[src/rtl/pipe_ctrl_pkg.sv]
// Shared definitions for the pipeline controller: register/address widths,
// writeback-select encoding, the zero register and the controller FSM states.
package pipe_ctrl_pkg;

   localparam int REG_ADDR_WIDTH  = 5;
   localparam int INST_ADDR_WIDTH = 32;
   localparam int WB_SEL_WIDTH    = 2;

   localparam logic [WB_SEL_WIDTH-1:0]   WB_MEM   = 2'd1;
   localparam logic [REG_ADDR_WIDTH-1:0] ZERO_REG = '0;

   typedef enum logic [1:0] {
      PCTL_RUN      = 2'd0,
      PCTL_FLUSH    = 2'd1,
      PCTL_WAIT_MEM = 2'd2
   } pctl_state_e;

   // True when an enabled source register is the pending load destination.
   function automatic logic rs_hazard(input logic                      ren,
                                      input logic [REG_ADDR_WIDTH-1:0] rs,
                                      input logic [REG_ADDR_WIDTH-1:0] rd);
      return ren && (rs == rd);
   endfunction

endpackage

[src/rtl/pipe_ctrl_perf.sv]
// Saturating event counter used for the optional pipeline performance counters.
// Only present when PIPE_CTRL_PERF_EN is defined.
`ifdef PIPE_CTRL_PERF_EN
module pipe_perf_cnt #(
   parameter int CNT_W = 32
) (
   input  logic             clk,
   input  logic             rst,
   input  logic             inc_i,
   output logic [CNT_W-1:0] cnt_o
);

   logic [CNT_W-1:0] cnt_q;
   logic [CNT_W-1:0] cnt_d;

   always_comb begin
      cnt_d = cnt_q;
      if (inc_i && (cnt_q != '1)) begin
         cnt_d = cnt_q + CNT_W'(1);
      end
   end

   always_ff @(posedge clk or posedge rst) begin
      if (rst) begin
         cnt_q <= '0;
      end else begin
         cnt_q <= cnt_d;
      end
   end

   assign cnt_o = cnt_q;

endmodule
`endif

[src/rtl/pipe_ctrl.sv]
// Pipeline hold/flush/redirect controller for the 4-stage core.
// Optional perf counters (stall_cnt_o, flush_cnt_o) are enabled by PIPE_CTRL_PERF_EN.
module pipe_ctrl
   import pipe_ctrl_pkg::*;
#(
   parameter int FLUSH_CYCLES = 2,
   parameter int MEM_TIMEOUT  = 255
`ifdef PIPE_CTRL_PERF_EN
   ,
   parameter int CNT_W        = 32
`endif
) (
   input  logic                       clk,
   input  logic                       rst,
   input  logic [REG_ADDR_WIDTH-1:0]  id_rs1_raddr,
   input  logic [REG_ADDR_WIDTH-1:0]  id_rs2_raddr,
   input  logic                       id_rs1_ren,
   input  logic                       id_rs2_ren,
   input  logic [REG_ADDR_WIDTH-1:0]  ex_rd_waddr,
   input  logic [WB_SEL_WIDTH-1:0]    ex_wb_sel,
   input  logic                       jump_en_i,
   input  logic [INST_ADDR_WIDTH-1:0] jump_addr_i,
   input  logic                       mem_busy_i,
   input  logic                       int_req_i,
   input  logic [INST_ADDR_WIDTH-1:0] int_addr_i,
   output logic                       hold_pc_o,
   output logic                       hold_if_o,
   output logic                       hold_id_o,
   output logic                       flush_if_o,
   output logic                       flush_id_o,
   output logic                       pc_we_o,
   output logic [INST_ADDR_WIDTH-1:0] pc_wdata_o,
   output logic                       int_ack_o,
   output logic                       timeout_o
`ifdef PIPE_CTRL_PERF_EN
   ,
   output logic [CNT_W-1:0]           stall_cnt_o,
   output logic [CNT_W-1:0]           flush_cnt_o
`endif
);

   localparam int FC_W = (FLUSH_CYCLES > 1) ? $clog2(FLUSH_CYCLES) : 1;
   localparam int WC_W = (MEM_TIMEOUT > 1) ? $clog2(MEM_TIMEOUT) : 1;

   pctl_state_e     state_q, state_d;
   logic [FC_W-1:0] flush_cnt_q, flush_cnt_d;
   logic [WC_W-1:0] wait_cnt_q, wait_cnt_d;
   logic            mem_blocked_q, mem_blocked_d;
   logic            load_use;
   logic            mem_busy_eff;
   logic            redirect;

   assign load_use = (ex_wb_sel == WB_MEM) && (ex_rd_waddr != ZERO_REG) &&
                     (rs_hazard(id_rs1_ren, id_rs1_raddr, ex_rd_waddr) ||
                      rs_hazard(id_rs2_ren, id_rs2_raddr, ex_rd_waddr));

   // After a timeout the same busy episode must not start a new wait.
   assign mem_busy_eff = mem_busy_i && !mem_blocked_q;

   always_comb begin
      state_d       = state_q;
      flush_cnt_d   = flush_cnt_q;
      wait_cnt_d    = wait_cnt_q;
      mem_blocked_d = mem_blocked_q && mem_busy_i;
      redirect      = 1'b0;
      hold_pc_o     = 1'b0;
      hold_if_o     = 1'b0;
      hold_id_o     = 1'b0;
      flush_if_o    = 1'b0;
      flush_id_o    = 1'b0;
      pc_we_o       = 1'b0;
      pc_wdata_o    = '0;
      int_ack_o     = 1'b0;
      timeout_o     = 1'b0;
      if (!rst) begin
         unique case (state_q)
            PCTL_RUN: begin
               if (int_req_i && !mem_busy_eff) begin
                  redirect   = 1'b1;
                  pc_wdata_o = int_addr_i;
                  int_ack_o  = 1'b1;
               end else if (mem_busy_eff) begin
                  hold_pc_o  = 1'b1;
                  hold_if_o  = 1'b1;
                  hold_id_o  = 1'b1;
                  state_d    = PCTL_WAIT_MEM;
                  wait_cnt_d = WC_W'(1);
               end else if (jump_en_i) begin
                  redirect   = 1'b1;
                  pc_wdata_o = jump_addr_i;
               end else if (load_use) begin
                  hold_pc_o  = 1'b1;
                  hold_if_o  = 1'b1;
                  flush_id_o = 1'b1;
               end
               if (redirect) begin
                  pc_we_o    = 1'b1;
                  flush_if_o = 1'b1;
                  flush_id_o = 1'b1;
                  if (FLUSH_CYCLES > 1) begin
                     state_d     = PCTL_FLUSH;
                     flush_cnt_d = FC_W'(FLUSH_CYCLES - 1);
                  end
               end
            end
            PCTL_FLUSH: begin
               flush_id_o = 1'b1;
               if (flush_cnt_q <= FC_W'(1)) begin
                  state_d     = PCTL_RUN;
                  flush_cnt_d = '0;
               end else begin
                  flush_cnt_d = flush_cnt_q - FC_W'(1);
               end
            end
            PCTL_WAIT_MEM: begin
               if (!mem_busy_i) begin
                  state_d    = PCTL_RUN;
                  wait_cnt_d = '0;
               end else if (wait_cnt_q == WC_W'(MEM_TIMEOUT - 1)) begin
                  timeout_o     = 1'b1;
                  state_d       = PCTL_RUN;
                  wait_cnt_d    = '0;
                  mem_blocked_d = 1'b1;
               end else begin
                  hold_pc_o  = 1'b1;
                  hold_if_o  = 1'b1;
                  hold_id_o  = 1'b1;
                  wait_cnt_d = wait_cnt_q + WC_W'(1);
               end
            end
            default: state_d = PCTL_RUN;
         endcase
      end
   end

   always_ff @(posedge clk or posedge rst) begin
      if (rst) begin
         state_q       <= PCTL_RUN;
         flush_cnt_q   <= '0;
         wait_cnt_q    <= '0;
         mem_blocked_q <= 1'b0;
      end else begin
         state_q       <= state_d;
         flush_cnt_q   <= flush_cnt_d;
         wait_cnt_q    <= wait_cnt_d;
         mem_blocked_q <= mem_blocked_d;
      end
   end

`ifdef PIPE_CTRL_PERF_EN
   pipe_perf_cnt #(.CNT_W(CNT_W)) u_stall_cnt (
      .clk   (clk),
      .rst   (rst),
      .inc_i (hold_pc_o | hold_if_o | hold_id_o),
      .cnt_o (stall_cnt_o)
   );

   pipe_perf_cnt #(.CNT_W(CNT_W)) u_flush_cnt (
      .clk   (clk),
      .rst   (rst),
      .inc_i (pc_we_o),
      .cnt_o (flush_cnt_o)
   );
`endif

endmodule

[config.mk]
export PLATFORM = sky130hd
export DESIGN_NAME = pipe_ctrl
export DESIGN_NICKNAME = d
export VERILOG_FILES = /design/src/rtl/pipe_ctrl_pkg.sv /design/src/rtl/pipe_ctrl_perf.sv /design/src/rtl/pipe_ctrl.sv
export SDC_FILE = /design/constraint.sdc
export NUM_CORES = 1
export LEC_CHECK = 0
export BUFFER_PORTS_ARGS = -buffer_cell sky130_fd_sc_hd__buf_2
export CAP_MARGIN = 20
export CELL_PAD_IN_SITES_DETAIL_PLACEMENT = 1
export CELL_PAD_IN_SITES_GLOBAL_PLACEMENT = 2
export CORE_UTILIZATION = 15
export CTS_CLUSTER_SIZE = 28
export DETAILED_ROUTE_END_ITERATION = 10
export PLACE_DENSITY_LB_ADDON = 0.1
export SYNTH_ARGS = -nofsm -noshare
export SYNTH_HDL_FRONTEND = slang
export SYNTH_SLANG_ARGS = --single-unit
[constraint.sdc]
create_clock -name clk -period 1.5 [get_ports clk]
set_input_delay 0.075 -clock clk [delete_from_list [all_inputs] [get_ports clk]]
set_output_delay 0.075 -clock clk [all_outputs]
set_load 0.005 [all_outputs]
After elaboration in Yosys (flattened, before gate mapping)

Index checks and enable logic that the tools add are counted.

Logic and storage cells: 94
Bits of input ports: 88
Output and inout port bits: 40
Flip-flop bits (word level): 12

Multiplexer cells: 56
Bitwise gates (word level): 1
Add/subtract/negate cells: 2
Magnitude comparators: 1
Reduce and logical (&&, ||, !) cells: 17
Equal/unequal tests: 13

Operators with widths:

| operator                                                              | count |
|---|---|
| 32-bit two-way mux                                                    | 5 |
| 1-bit two-way mux                                                     | 35 |
| 8-bit two-way mux                                                     | 4 |
| 8-bit case mux with 2 select lines                                    | 1 |
| 2-bit two-way mux                                                     | 6 |
| 5-bit equality test                                                   | 2 |
| 8-bit by 1-bit adder with 8-bit output, second input constant         | 1 |
| 8-bit equality test, second input constant                            | 1 |
| 1-bit case mux with 2 select lines                                    | 4 |
| 1-bit logical AND                                                     | 7 |
| 2-bit != test, second input constant                                  | 3 |
| 3-bit by 2-bit != test with 1-bit output, second input constant       | 2 |
| 2-bit case mux with 3 select lines                                    | 1 |
| 5-bit AND reduction                                                   | 1 |
| 5-bit nonzero test                                                    | 1 |
| 2-bit by 1-bit equality test with 1-bit output, second input constant | 2 |
| 4-bit AND reduction                                                   | 1 |
| 2-bit nonzero test                                                    | 2 |
| 3-bit != test, second input constant                                  | 1 |
| 3-bit AND reduction                                                   | 1 |
| 2-bit equality test, second input constant                            | 1 |
| 1-bit logical NOT                                                     | 2 |
| 2-bit logical NOT                                                     | 1 |
| 2-bit by 1-bit != test with 1-bit output, second input constant       | 1 |
| other kinds (4)                                                       | 4 |

Depth between registers and ports, before layout

Gate-level depths: netlist (run 1).

Depth in word-level cells: 11
Depth in mapped cells: 7

Least setup slack after synthesis (run 1)

No wires, ideal clock.

Path type: reg-to-output
Start: register state_q[1]
End: output pc_wdata_o[11]
Arrival time: 1.549 ns
Setup slack: -0.124 ns
Required time: 1.425 ns
Cell stages (with the launch flop): 5
Cell sequence: dfrtp_1 -> or4_4 -> nor3b_4 -> buf_6 -> a22o_1

Cells in the longest elaborated chain, start to end: 3

RTL lines:

| element                | RTL line         | RTL |
|---|---|---|
| from (decl)            | pipe_ctrl.sv:45  | `pctl_state_e state_q, state_d;` |
| from (signal assigned) | pipe_ctrl.sv:143 | `state_q <= state_d;` |
| 2-bit logical NOT      | pipe_ctrl.sv:76  | `unique case (state_q)` |
| 32-bit two-way mux     | pipe_ctrl.sv:76  |  |
| 32-bit two-way mux     | pipe_ctrl.sv:75  | `if (!rst) begin` |
| to (decl)              | pipe_ctrl.sv:32  | `output logic [INST_ADDR_WIDTH-1:0] pc_wdata_o,` |

Every way passes these cells.

Worst setup path after layout (run 1)

Start: register state_q[1]
End: output pc_wdata_o[25]

Same word-level chain as after synthesis.

==> key figures, run 1 <==
Synth
  • Yosys warning total: 0
  • Post-Synthesis Cells: 142
  • Synthesized Nets: 232
  • Mapped Area: 0.00125 sq mm
  • Dominant synthesized flop cell: dfrtp_1
  • Post-synth ARST share: 100%
  • Top cell type's share of synthesized area: 23.3%
  • Synth Register Bits: 11
  • Synth area leaders: a22o_2 23%, dfrtp_1 22%, xor2_1 5.6%, buf_6 3.6%, a31oi_1 3.0%
  • Post-synth cell types: 39
  • Area leader, netlist: a22o_2
  • Avg Cell Area, Syn: 8.78 sq um
  • Number of flops mapped to enable cells by yosys: 0
  • Sequential share of the synthesized area: 22.1%

Floorplanning
  • Core area: 0.00789 sq mm
  • Die width: 93.2 microns
  • Initial core utilization: 15.8%
  • Rows: 32
  • Ports: 128
  • Die Height: 93.2 microns
  • Die area: 0.00869 sq mm

Setup path
  • CP Depth: 6
  • Buf/Inv on CP: 3
  • Crit Path Max Fanout: 8
  • Reg2Reg Depth: 7
  • Worst stage delay on the critical path: 0.55 ns
  • CP cell instances: or4_4 > nor3b_4 > buf_6 > clkbuf_16 > a22o_2 > buf_2
  • Crit start category: register
  • Required time of the critical path: 1.42 ns
  • Cell with the largest stage delay on the worst path: or4_4
  • Worst setup EP type: primary output
  • Delay-heaviest family, CP: simple AND/OR/NAND/NOR gates
  • Critical path type: reg -> out
  • Crit path arrival time: 1.93 ns

Timing
  • Final worst path period need: 2.00 ns
  • Max-slew violation count: 0
  • Tcrit/Tclk final: 133%
  • Hold WS: 0.183 ns
  • Max Fclk: 0.500 GHz
  • Post-route setup slack: -0.502 ns
  • Skew final: 0.00231 ns
  • Worst Max-Slew Pin Slew: 0.356 ns
  • RSZ-0062 raised after global routing: true
  • Final hold vios: 0
  • # setup viols final: 45
  • Relative max-transition margin: 76.2%

Final layout
  • Ant diodes: 0
  • Non-filler cells, final: 395
  • Final #Nets: 384
  • Layout area overhead: 107%
  • Fill count: 972
  • Layout cell share with drive strength beyond 1: 74.1%
  • Register area: 275 sq um
  • Final Cell Area: 0.00258 sq mm
  • Multi-input logic area: 0.00104 sq mm

Placed design
  • Placed instance area: 0.00210 sq mm
  • DP Wirelength: 4460 microns
  • Buffers on Ports: 127
  • GPL Wtd Cong: 0.707
  • Placed Cells: 379

Route
  • Via count: 1785
  • Initial DRC count: 7
  • Post-route ant nets: 0
  • Vias per cell: 4.52
  • Routed length per instance: 15.4 microns
  • Final WL: 6070 microns
  • # DRC: 0
  • Drt pass-1 iters: 3

Power and ir drop
  • Power Density: 619 mW/mm^2
  • Leakage: 1.31 nW
  • Power after layout: 1.60 mW
  • Peak VDD IR: 473 uV

Global routing
  • First-pass GRT wire length: 8630 microns
  • Total track usage: 12.4%
  • Vias in the first global route: 1711
  • Largest net degree at the start of global routing: 34
  • Grt ovf: 0
  • Initial antenna violation count: 0

Clock tree
  • Clock Path Buffers: 2
  • TritonCTS clock tree: built
  • Clock sink total: 11
  • Reg clk slew, reported paths: 0.06 ns
  • Total CTS buffers: 3
  • Root buf cell: clkbuf_8
  • Clock latency on the worst-skew pair: 0.24 ns
  • H-tree depth: 1

Flow run
  • Max_cap viols: 0

Min path
  • Hold Path Class: in -> reg
  • Worst Hold Path Cells: 3

Run status
  • Status: finished, violations left
  • Failing checks: negative setup slack
worst reg2reg max path: cells and delay by family, from the launching register on:
| family | cells | cell delay (ns) |
|---|---|---|
| flops | 1 | 0.37 |
| buf+inv | 2 | 0.19 |
| simple gates | 1 | 0.10 |
| compound gates | 3 | 0.57 |
| fa+ha+maj | 1 | 0.20 |
path summary, 6_finish.rpt:
| check | from | end | slack (ns) |
|---|---|---|---|
| setup / recovery | state_q[1] | pc_wdata_o[25] | -0.50 |
| hold / removal | jump_en_i | state_q[0] | 0.18 |
| setup reg to reg | wait_cnt_q[0] | wait_cnt_q[4] | -0.07 |
| hold reg to reg | wait_cnt_q[7] | wait_cnt_q[7] | 0.56 |
| max in group asynchronous | rst | wait_cnt_q[4] | 0.56 |
| min in group asynchronous | rst | mem_blocked_q | 0.52 |
synth_stat cells (3+ instances only):
cell / instances
a22o_2: 29
dfrtp_1: 11
nor2_1: 8
xor2_1: 8
nand2_1: 7
a21oi_1: 6
a31oi_1: 6
inv_1: 6
nand3_1: 5
o21ai_0: 5
buf_6: 4
a22o_1: 3
a41oi_1: 3
buf_2: 3
clkbuf_1: 3
nand4_1: 3
cell usage in the layout (no fill, tap or decap), types with 2 or more instances in the layout:
cell and n:
or2_4 2, a41oi_2 3, o21a_1 2, nor2_2 2, buf_12 2, nand4_1 3
o21ai_0 2, and3_1 2, buf_2 111, buf_4 21, o2111a_2 2, a22o_1 3
dfrtp_1 11, nor2_4 2, clkbuf_8 3, nand2_1 7, buf_6 21, xor2_1 8
clkbuf_16 3, xnor2_1 2, a31oi_1 6, nand3_1 4, inv_1 5, a21oi_2 4
nor2_1 5, a22o_4 7, a22o_2 22, nor4_1 2, o22ai_1 2
area by class of cell:
| cell class | count | share of cell area, % |
|---|---|---|
| repair buffers | 159 | 41.6 |
| multi-input cells | 113 | 40.2 |
| inverters | 6 | 0.872 |
| clock buffers | 4 | 1.74 |
| flip-flops and latches | 11 | 10.7 |
| well taps | 102 | 4.94 |
stage by stage:
stage	setup WS (ns)	TNS (ns)	util [%]
5_1_grt	-0.559	-19.49	32.7
6_report	-0.502	-16.93	32.7
2_1_floorplan	-0.0871	-2.60	-
3_3_place_gp	-0.211	-6.55	26.6
4_1_cts	-0.496	-16.49	28.7
3_5_place_dp	-0.223	-6.90	26.6
metal layers:
metal,GRT usage [%],vias to the layer above,part of all wire (%)
met3,2.03,5,7.0
met2,23.5,77,52
met1,14.4,847,40
met5,0,-,0
li1,-,856,-
met4,2.82,0,0.61
kinds of logic after synthesis:
| kind of cell | after synthesis | synth area share, % |
|---|---|---|
| compound gates | 63 | 42.5 |
| xor+xnor | 10 | 7.02 |
| fa+ha+maj | 2 | 2.01 |
| buf+inv | 18 | 8.73 |
| flops | 11 | 22.1 |
| simple gates | 38 | 17.7 |
sequential cells by signal (all words and copies together), names as in the netlist:
signal	cells
wait_cnt_q	8
state_q	2
mem_blocked_q	1
where the power goes:
group	total [mW]	internal [mW]	switching, mW
registers	0.383	0.348	0.0347
logic	0.901	0.469	0.431
clock network	0.314	0.188	0.126
repair_timing:
item	4_1_cts	5_1_grt
hold endpoints to repair	5	0
setup buffers	4	4
pin swaps	7	9
cloned	0	4
setup endpoints to repair	45	47
resized for setup	19	40
hold buffers	1	0
(Power assumes the default switching activity.)
==> run 2, diff against run 1 <==
Settings changed: SETUP_SLACK_MARGIN set to 0.02.
==> key figures, run 2 (synthesis gave the netlist of run 1 again) <==
Run status
  • Status: finished, violations left
  • Failing checks: negative setup slack

Clock tree
  • Total CTS buffers: 3 (unchanged)
  • Clock Path Buffers: 2 (unchanged)
  • Reg clk slew, reported paths: 0.06 ns (about the same)
  • TritonCTS clock tree: built
  • Clock sink total: 11 (unchanged)
  • Clock latency on the worst-skew pair: 0.24 ns (about the same)
  • H-tree depth: 1 (unchanged)
  • Root buf cell: clkbuf_8

Power and ir drop
  • Power Density: 618 mW/mm^2 (-0.15%)
  • Peak VDD IR: 472 uV (-0.15%)
  • Power share of the clock group: 19.6% (about the same)
  • Power after layout: 1.60 mW (-0.15%)
  • Seq pwr share: 24.0% (about the same)
  • Comb power frac: 56.4% (about the same)
  • Switching power: 0.590 mW (-0.39%)
  • Net Sw Frac: 37.0% (-0.089 points)
  • Leakage: 1.31 nW (unchanged)
  • Int Power: 1.01 mW (about the same)

Route
  • Initial DRC count: 8 (+1)
  • Routed length per instance: 15.5 microns (+0.86%)
  • Vias per cell: 4.53 (+0.22%)
  • # DRC: 0 (unchanged)
  • Final WL: 6120 microns (+0.86%)
  • Via count: 1789 (+0.22%)
  • Drt pass-1 iters: 3 (unchanged)
  • Post-route ant nets: 0 (unchanged)

Timing
  • Post-route setup slack: -0.502 ns (-0.000124 ns)
  • Max-slew violation count: 0 (unchanged)
  • Skew final: 0.00352 ns (+0.00122 ns)
  • Relative max-transition margin: 76.3% (+0.085 points)
  • Max Fclk: 0.499 GHz (about the same)
  • Tcrit/Tclk final: 133% (about the same)
  • Worst Max-Slew Pin Slew: 0.355 ns (-0.00128 ns)
  • Hold WS: 0.182 ns (-0.000124 ns)
  • Final hold vios: 0 (unchanged)
  • Final worst path period need: 2.00 ns (+0.000124 ns)
  • RSZ-0062 raised after global routing: true
  • # setup viols final: 45 (unchanged)

Floorplanning
  • Core area: 0.00789 sq mm (unchanged)
  • Die width: 93.2 microns (unchanged)
  • Die Height: 93.2 microns (unchanged)
  • Rows: 32 (unchanged)
  • Die area: 0.00869 sq mm (unchanged)
  • Ports: 128 (unchanged)
  • Initial core utilization: 15.8% (unchanged)

Final layout
  • Register area: 275 sq um (unchanged)
  • Final Cell Area: 0.00258 sq mm (unchanged)
  • Most frequent cells in the layout: 111 x buf_2, 22 x a22o_2, 21 x buf_6, 21 x buf_4, 11 x dfrtp_1
  • Layout area overhead: 107% (unchanged)
  • Fill count: 970 (-0.21%)
  • Layout cell share with drive strength beyond 1: 74.1% (unchanged)
  • Non-filler cells, final: 395 (unchanged)
  • Ant diodes: 0 (unchanged)
  • Max reg flops: 8 (unchanged)
  • Final #Nets: 384 (unchanged)
  • Multi-input logic area: 0.00104 sq mm (unchanged)
  • Regs by FF count: wait_cnt_q x8, state_q x2, mem_blocked_q x1
  • Largest reg by FF count: wait_cnt_q
  • Most common cell after layout, fill and taps aside: buf_2

Global routing
  • First-pass GRT wire length: 8680 microns (+0.64%)
  • Grt ovf: 0 (unchanged)
  • Initial antenna violation count: 0 (unchanged)
  • Largest net degree at the start of global routing: 34 (unchanged)
  • Vias in the first global route: 1730 (+1.1%)
  • Total track usage: 12.5% (+0.069 points)

Setup path
  • Buf/Inv on CP: 3 (unchanged)
  • Setup crit start: state_q[1]
  • Worst stage delay on the critical path: 0.55 ns (about the same)
  • Required time of the critical path: 1.42 ns (about the same)
  • Cell with the largest stage delay on the worst path: or4_4
  • Worst setup EP type: primary output
  • Critical path type: reg -> out
  • Crit start category: register
  • CP cell instances: or4_4 > nor3b_4 > buf_6 > clkbuf_16 > a22o_2 > buf_2
  • Delay-heaviest family, CP: simple AND/OR/NAND/NOR gates
  • Crit path arrival time: 1.93 ns (about the same)
  • Crit Path Max Fanout: 8 (unchanged)
  • R2R Path Start: wait_cnt_q[0]

Placed design
  • DP Worst Slack: -0.223 ns (unchanged)
  • Buffers on Ports: 127 (unchanged)
  • Placed Cells: 379 (unchanged)
  • GPL Wtd Cong: 0.707 (unchanged)
  • Placed instance area: 0.00210 sq mm (unchanged)
  • DP Wirelength: 4460 microns (unchanged)

Min path
  • Hold Path Class: in -> reg
  • Hold_sp: jump_en_i

Flow run
  • Max_cap viols: 0 (unchanged)
run 2: cell counts in the layout (fill, tap and decap cells not counted):
No cell type changed its count.
run 2: power by group through the flow:
stage / clock (mW) / sequential (mW) / combinational, mW
finish: 0.312 / 0.383 / 0.900
global route: 0.328 / 0.391 / 0.975
detailed placement: 0 / 0.383 / 0.709
floorplan: 0 / 0.386 / 0.347
CTS: 0.327 / 0.384 / 0.769
global placement: 0 / 0.381 / 0.715
run 2: cell type report:
cell class | instances | share of cell area (%)
multi-input cells | 113 | 40.2
flip-flops and latches | 11 | 10.7
repair buffers | 159 | 41.6
clock buffers | 4 | 1.74
inverters | 6 | 0.872
well taps | 102 | 4.94
run 2: what timing repair did:
action,in CTS,in global routing
cloned,0,4
buffers inserted,4,4
endpoints found under the setup margin,45,47
hold buffers,1,0
pin swaps,8,8
gates resized for setup,22,37
endpoints found under the hold margin,5,0
run 2: worst paths after layout:
kind / endpoint / slack [ns] / cells after the start
worst min register to register: wait_cnt_q[7] / 0.56 / 1
min in group asynchronous: mem_blocked_q / 0.52 / 4
worst min-delay path: state_q[0] / 0.18 / 3
max in group asynchronous: wait_cnt_q[4] / 0.56 / 5
worst max-delay path: pc_wdata_o[25] / -0.50 / 6
worst max register to register: wait_cnt_q[4] / -0.07 / 7
run 2: stage by stage:
step | TNS [ns] | util (%)
2_1_floorplan | -2.60 | -
3_3_place_gp | -6.55 | 26.6
3_5_place_dp | -6.90 | 26.6
4_1_cts | -16.54 | 28.8
5_1_grt | -19.53 | 32.7
6_report | -16.93 | 32.7
run 2: worst reg2reg max path, delay by kind of cell, from the launching register on:
family          cells  cell delay, ns
compound gates      3            0.57
flops               1            0.37
fa+ha+maj           1            0.20
buf+inv             2            0.19
simple gates        1            0.10
run 2: metal layers:
metal  vias up  wire, microns  track usage (%)
met5         -              0                0
met4         0             37             2.82
met3         5            426             2.03
met2        77           3220             23.8
met1       851           2440             14.3
li1        856              -                -
